--- config.mk ---
export PLATFORM = sky130hd
export DESIGN_NAME = fetch_unit_flat
export DESIGN_NICKNAME = d
export VERILOG_FILES = /design/src/rtl/fetch_unit_pkg.sv /design/src/rtl/fetch_unit_if.sv /design/src/rtl/fetch_unit_addr_check.sv /design/src/rtl/fetch_unit.sv /design/src/flat_wrapper.sv
export SDC_FILE = /design/constraint.sdc
export NUM_CORES = 1
export LEC_CHECK = 0
export ABC_AREA = 1
export CELL_PAD_IN_SITES_DETAIL_PLACEMENT = 1
export CELL_PAD_IN_SITES_GLOBAL_PLACEMENT = 1
export CORE_MARGIN = 2
export CORE_UTILIZATION = 34
export CTS_BUF_LIST = sky130_fd_sc_hd__clkbuf_8
export DETAILED_ROUTE_END_ITERATION = 12
export PLACE_DENSITY = 0.95
export SYNTH_ARGS = -nofsm -noshare
export SYNTH_HDL_FRONTEND = slang
export SYNTH_SLANG_ARGS = --single-unit
export TNS_END_PERCENT = 10
--- constraint.sdc ---
create_clock -name clk -period 5.2 [get_ports clk]
set_input_delay 1.04 -clock clk [delete_from_list [all_inputs] [get_ports clk]]
set_output_delay 1.04 -clock clk [all_outputs]
set_load 0.005 [all_outputs]
--- src/rtl/fetch_unit_pkg.sv ---
// Shared CPU definitions: fetch address map, exception codes and the nop word.
package cpu_defs;

  localparam logic [31:0] RESET_PC   = 32'h0000_3000;
  localparam logic [31:0] HANDLER_PC = 32'h0000_4180;
  localparam logic [31:0] IM_LO      = 32'h0000_3000;
  localparam logic [31:0] IM_HI      = 32'h0000_6FFC;

  localparam logic [4:0]  EXC_NONE   = 5'd0;
  localparam logic [4:0]  EXC_ADEL   = 5'd4;

  localparam logic [31:0] NOP        = 32'h0000_0000;

endpackage

--- src/rtl/fetch_unit_if.sv ---
// Fetch-stage bus: D-stage redirect controls, CP0 controls, IM port and IF/ID outputs.
interface fetch_unit_if;

  logic        en;
  logic        d_is_jb;
  logic        npc_sel;
  logic [31:0] npc_target;
  logic        exc_req;
  logic        eret;
  logic [31:0] epc;
  logic [31:0] im_instr;
  logic [31:0] pc;
  logic [31:0] d_instr;
  logic [31:0] d_pc;
  logic [31:0] d_pc8;
  logic        d_bd;
  logic [4:0]  d_exccode;
  logic        d_valid;

  // Pipeline / memory side: drives controls and the IM word, observes IF/ID.
  modport master (
    output en, d_is_jb, npc_sel, npc_target, exc_req, eret, epc, im_instr,
    input  pc, d_instr, d_pc, d_pc8, d_bd, d_exccode, d_valid
  );

  // Fetch unit side.
  modport slave (
    input  en, d_is_jb, npc_sel, npc_target, exc_req, eret, epc, im_instr,
    output pc, d_instr, d_pc, d_pc8, d_bd, d_exccode, d_valid
  );

endinterface

--- src/rtl/fetch_unit_addr_check.sv ---
// Word-address range/alignment check; flags any address that cannot be fetched.
module fetch_addr_check
  import cpu_defs::*;
#(
  parameter logic [31:0] LO = IM_LO,
  parameter logic [31:0] HI = IM_HI
) (
  input  logic [31:0] addr,
  output logic        fault
);

  // Misaligned, below the window or above the last word (unsigned compares).
  assign fault = (addr[1:0] != 2'b00) || (addr < LO) || (addr > HI);

endmodule

--- src/rtl/fetch_unit.sv ---
// MIPS instruction-fetch stage: program counter, next-PC select, AdEL detection
// and the IF/ID pipeline register.
module fetch_unit #(
  parameter logic [31:0] RESET_PC   = cpu_defs::RESET_PC,
  parameter logic [31:0] HANDLER_PC = cpu_defs::HANDLER_PC,
  parameter logic [31:0] IM_LO      = cpu_defs::IM_LO,
  parameter logic [31:0] IM_HI      = cpu_defs::IM_HI
) (
  input  logic         clk,
  input  logic         reset,
  fetch_unit_if.slave  bus
);

  import cpu_defs::*;

  logic [31:0] pc_q, pc_d;
  logic [31:0] d_instr_q, d_instr_d;
  logic [31:0] d_pc_q, d_pc_d;
  logic        d_bd_q, d_bd_d;
  logic [4:0]  d_exccode_q, d_exccode_d;
  logic        d_valid_q, d_valid_d;
  logic        fetch_fault;
  logic        flush;

  fetch_addr_check #(
    .LO (IM_LO),
    .HI (IM_HI)
  ) u_addr_check (
    .addr  (pc_q),
    .fault (fetch_fault)
  );

  // Exceptions and eret redirect even while the hazard unit stalls.
  assign flush = bus.exc_req | bus.eret;

  // Next PC: exception vector, then EPC, then stall, then D redirect, then +4.
  always_comb begin
    pc_d = pc_q;
    if (bus.exc_req) begin
      pc_d = HANDLER_PC;
    end else if (bus.eret) begin
      pc_d = bus.epc;
    end else if (!bus.en) begin
      pc_d = pc_q;
    end else if (bus.npc_sel) begin
      pc_d = bus.npc_target;
    end else begin
      pc_d = pc_q + 32'd4;
    end
  end

  // IF/ID next value: flush to a bubble, hold on stall, otherwise capture the
  // fetched word. A taken branch does not flush: this fetch is its delay slot.
  always_comb begin
    d_instr_d   = d_instr_q;
    d_pc_d      = d_pc_q;
    d_bd_d      = d_bd_q;
    d_exccode_d = d_exccode_q;
    d_valid_d   = d_valid_q;
    if (flush) begin
      d_instr_d   = NOP;
      d_pc_d      = pc_q;
      d_bd_d      = 1'b0;
      d_exccode_d = EXC_NONE;
      d_valid_d   = 1'b0;
    end else if (bus.en) begin
      d_pc_d    = pc_q;
      d_bd_d    = bus.d_is_jb;
      d_valid_d = 1'b1;
      if (fetch_fault) begin
        d_instr_d   = NOP;
        d_exccode_d = EXC_ADEL;
      end else begin
        d_instr_d   = bus.im_instr;
        d_exccode_d = EXC_NONE;
      end
    end
  end

  // PC and IF/ID registers; reset takes effect immediately on assertion.
  always_ff @(posedge clk or posedge reset) begin
    if (reset) begin
      pc_q        <= RESET_PC;
      d_instr_q   <= NOP;
      d_pc_q      <= RESET_PC;
      d_bd_q      <= 1'b0;
      d_exccode_q <= EXC_NONE;
      d_valid_q   <= 1'b0;
    end else begin
      pc_q        <= pc_d;
      d_instr_q   <= d_instr_d;
      d_pc_q      <= d_pc_d;
      d_bd_q      <= d_bd_d;
      d_exccode_q <= d_exccode_d;
      d_valid_q   <= d_valid_d;
    end
  end

  assign bus.pc        = pc_q;
  assign bus.d_instr   = d_instr_q;
  assign bus.d_pc      = d_pc_q;
  assign bus.d_pc8     = d_pc_q + 32'd8;
  assign bus.d_bd      = d_bd_q;
  assign bus.d_exccode = d_exccode_q;
  assign bus.d_valid   = d_valid_q;

endmodule

--- src/flat_wrapper.sv ---
// flat-port wrapper written by rule: the top's interface ports become plain ports
module fetch_unit_flat import cpu_defs::*;
#(
  parameter logic [31:0] RESET_PC   = cpu_defs::RESET_PC,
  parameter logic [31:0] HANDLER_PC = cpu_defs::HANDLER_PC,
  parameter logic [31:0] IM_LO      = cpu_defs::IM_LO,
  parameter logic [31:0] IM_HI      = cpu_defs::IM_HI
)
  (clk, reset, bus_en, bus_d_is_jb, bus_npc_sel, bus_npc_target, bus_exc_req, bus_eret, bus_epc, bus_im_instr, bus_pc, bus_d_instr, bus_d_pc, bus_d_pc8, bus_d_bd, bus_d_exccode, bus_d_valid);
  fetch_unit_if bus_i ();
  input  logic clk;
  input  logic reset;
  input wire logic [$bits(bus_i.en)-1:0] bus_en;
  input wire logic [$bits(bus_i.d_is_jb)-1:0] bus_d_is_jb;
  input wire logic [$bits(bus_i.npc_sel)-1:0] bus_npc_sel;
  input wire logic [$bits(bus_i.npc_target)-1:0] bus_npc_target;
  input wire logic [$bits(bus_i.exc_req)-1:0] bus_exc_req;
  input wire logic [$bits(bus_i.eret)-1:0] bus_eret;
  input wire logic [$bits(bus_i.epc)-1:0] bus_epc;
  input wire logic [$bits(bus_i.im_instr)-1:0] bus_im_instr;
  output wire logic [$bits(bus_i.pc)-1:0] bus_pc;
  output wire logic [$bits(bus_i.d_instr)-1:0] bus_d_instr;
  output wire logic [$bits(bus_i.d_pc)-1:0] bus_d_pc;
  output wire logic [$bits(bus_i.d_pc8)-1:0] bus_d_pc8;
  output wire logic [$bits(bus_i.d_bd)-1:0] bus_d_bd;
  output wire logic [$bits(bus_i.d_exccode)-1:0] bus_d_exccode;
  output wire logic [$bits(bus_i.d_valid)-1:0] bus_d_valid;
  assign bus_i.en = bus_en;
  assign bus_i.d_is_jb = bus_d_is_jb;
  assign bus_i.npc_sel = bus_npc_sel;
  assign bus_i.npc_target = bus_npc_target;
  assign bus_i.exc_req = bus_exc_req;
  assign bus_i.eret = bus_eret;
  assign bus_i.epc = bus_epc;
  assign bus_i.im_instr = bus_im_instr;
  assign bus_pc = bus_i.pc;
  assign bus_d_instr = bus_i.d_instr;
  assign bus_d_pc = bus_i.d_pc;
  assign bus_d_pc8 = bus_i.d_pc8;
  assign bus_d_bd = bus_i.d_bd;
  assign bus_d_exccode = bus_i.d_exccode;
  assign bus_d_valid = bus_i.d_valid;
  fetch_unit #(.RESET_PC(RESET_PC), .HANDLER_PC(HANDLER_PC), .IM_LO(IM_LO), .IM_HI(IM_HI)) u_core (.clk(clk), .reset(reset), .bus(bus_i));
endmodule
==> impl_results.md <==
- Leakage power: 3.96 nW
- Number of diodes: 0
- Routed len/inst: 18.3 um
- Area of the core: 17900 um^2
- Via count: 6702
- Ratio of final minimum period to clock period: 73.0%
- Final setup fails: 0
- RSZ-0062 raised after global routing: false
- Hold Fails Final Rpt: 0
- Vias per inst: about 5.0
- Grt total ovfl: 0
- RR Endpoint: u_core.bus.pc[24]
- Horiz. Die Dim: 139 um
- Crit Path Max Fanout: 4
- Worst min-delay path startpoint: u_core.bus.d_valid
- Final-stage net count: roughly 1.2k
- Critical-path cell list: ha_1, nand2_2, nor4_1, nand3_1, nand2_1, clkdlybuf4s50_1
- CP Capture Type: output pin
- Synth Instances: 882
- Hpwl dp: between 15 and 20 mm
- Slew margin rel.: 31.8%
- Gpl congestion: 0.898
- Power per cell area: ~220 nW/um^2
- Post-route minimum period: 3.80 ns
- Mapped Avg Cell Area: 7.00 um^2
- CTS resizes: 0
- Fraction of registers with async set/reset: 100%
- CP Class: reg2out
- Drt first pass iters: 4
- Worst-Margin Slew: 1.02 ns
- Iteration-0 DRC Markers: 332
- Vias in the first global route: between 7k and 8k
- CTS Sinks: 99
- Cells on worst reg2reg path: 10
- Post-synth EDFFs: 0
- Main flop type after synthesis: dfrtp_1
- Hold EP: u_core.bus.d_valid
- CTS buffer count: 9
- Post-DRT Antenna Nets: 0
- Synth Warn #: 0
- Worst setup SP type: flop
- Share of layout cells above drive strength 1: approximately 5.7%
- FP Rows: 49
- Synth top area share: 38.5%
- Achievable Freq: between 200 and 300 MHz
- Slew Viols, Final: 0
- Sequential power share: 47.2%
- CTS tree: done
- Initial Util: 34.5%
- IO Pins: 238
- CP peak stage delay: just over 0.8 ns
- DIE AREA: 19200 um^2
- Design Power: 0.00192 W
- Reg2reg setup slack: 3.12 ns
- Clock buffer depth: 2
- Synth Cell Area: between 6000 and 7000 um^2
- Sequential share of the synthesized area: 40.2%
- Initial antenna violation count: 0
- First-pass GRT wire length: ~39 mm
- Synth Register Bits: 99
- Reg2reg start: u_core.bus.pc[3]
- Placed inst area: 8660 um^2
- Area Overhead vs Synth: 43.8%
- Worst path required time: 4.16 ns
- Hold WC Path Type: reg2reg
- Setup repair bufs after CTS: 0
- Hold_buf cts: 0
- P_int: around 0.0013 W
- Net Sw Power: 0.000584 W
- Ranking of synthesized cells by area: dfrtp_1, nand2_1, nor2_1
- Layout Skew: 0.0121 ns
- Max_cap viols: 0
- CP arrival: ~2.8 ns
- Top-count cell post-synth: nand2_1
- Port bufs: 233
- CTS Root Cell: clkbuf_8
- Final wirelength: 24.4 mm
- Min-Delay Path Depth: 2
- Reg clk slew, reported paths: 0.10 ns
- Switching part of the total: 30.4%
- Post-route cell area: 8870 um^2
- Die Span Y: 139 um
- Outcome: finished clean
- Hold_ws: 0.483 ns
- GRT Util Overall: 25.1%
- VDD IR-drop max: 112 uV
- Top post-synthesis cells by count: nand2_1, nor2_1, dfrtp_1, inv_1, o21ai_0
- Setup TNS: 0 ns
- Power share of the combinational group: 24.4%
- Largest area contributor in the synthesized netlist: dfrtp_1
- CP startpoint: u_core.bus.d_pc[4]
- Largest net degree at the start of global routing: 71
- Fillers: 2259
- # DRC: 0
- Synth cell types: 38
- H-tree Lvls: 3
- Crit path max-delay cell type: nor4_1
- Clk pwr share: between 20% and 30%
- Worst skew pair latency: 0.39 ns
[worst max-delay path by stage]
stage,to,slack (ns),cells after the start
2_1_floorplan,u_core.bus.d_bd,1.58,1
3_3_place_gp,bus_d_pc8[31],1.84,7
3_5_place_dp,u_core.bus.pc[3],1.82,8
4_1_cts,bus_d_pc8[27],1.39,6
5_1_grt,bus_d_pc8[27],1.22,6
6_report,bus_d_pc8[27],1.40,6
[cell usage in the layout (no fill, tap or decap), types with 4 or more instances in the layout]
master	synthesis	layout
nand2_1	294	294
clkdlybuf4s50_1	0	233
nor2_1	98	98
dfrtp_1	95	95
inv_1	73	73
o21ai_0	52	52
nand3_1	51	51
nand3b_1	33	33
a21oi_1	32	32
xor2_1	29	29
nor2_2	14	14
clkbuf_8	0	12
nand4_1	11	11
nand2_2	8	8
nor3_1	7	7
nor4_1	7	7
buf_4	8	7
nor2_4	4	4
conb_1	1	4
dfstp_2	4	4
[cells by family (layout without fill, tap and decap cells)]
logic type | after synthesis | in the layout | synth area share [%]
compound gates | 94 | 94 | 7.93
flops | 99 | 99 | 40.2
other cells | 1 | 4 | 0.0608
xor+xnor | 31 | 31 | 4.40
buf+inv | 116 | 331 | 7.75
simple gates | 539 | 539 | 39.2
fa+ha+maj | 2 | 2 | 0.406
[stage by stage]
stage | setup slack [ns] | utilization, % | std cells
detailed placement | 1.82 | 48.4 | 1313
global placement | 1.84 | 48.4 | 1313
floorplan | 1.58 | - | 885
finish | 1.40 | 49.6 | 1329
CTS | 1.39 | 49.6 | 1329
global route | 1.22 | 49.6 | 1329
[power groups by stage]
stage | logic, W | registers, W | clock network, W
after global routing | 0.000515 | 0.000916 | 0.000587
after CTS | 0.000474 | 0.000904 | 0.000558
after floorplan | 0.000188 | 0.000893 | 0
after detailed placement | 0.000471 | 0.000919 | 0
final | 0.000469 | 0.000905 | 0.000545
after global placement | 0.000457 | 0.000917 | 0
[worst max-delay path, delay by kind of cell, from the launching register on]
family | cells | cell delay [ns]
adders and majority gates | 1 | 0.26
buffers and inverters | 1 | 0.50
DFF | 1 | 0.44
and+or+nand+nor | 4 | 1.18
[layout make-up]
type | count | area (um^2) | share of cell area [%]
clock inverters | 4 | 48.8 | 0.550
inverters | 75 | 284 | 3.20
flip-flops and latches | 99 | 2480 | 28.0
repair buffers | 240 | 2380 | 26.9
well taps | 229 | 287 | 3.23
clock buffers | 12 | 165 | 1.86
multi-input cells | 670 | 3220 | 36.3
[sequential cells by signal, summed over array words and instances (netlist names)]
signal / cells
u_core.bus.d_bd: 1
u_core.bus.d_instr: 32
u_core.bus.pc: 32
u_core.bus.d_pc: 32
u_core.bus.d_valid: 1
u_core.bus.d_exccode: 1
[metal layers]
metal / GRT usage (%) / vias up / part of all wire, %
met5: 0 / - / 0
met2: 43.2 / 252 / 48
met4: 8.88 / 0 / 2.9
met3: 6.91 / 40 / 8.4
met1: 30.3 / 3194 / 40
li1: - / 3216 / -
(Power assumes the default switching activity.)
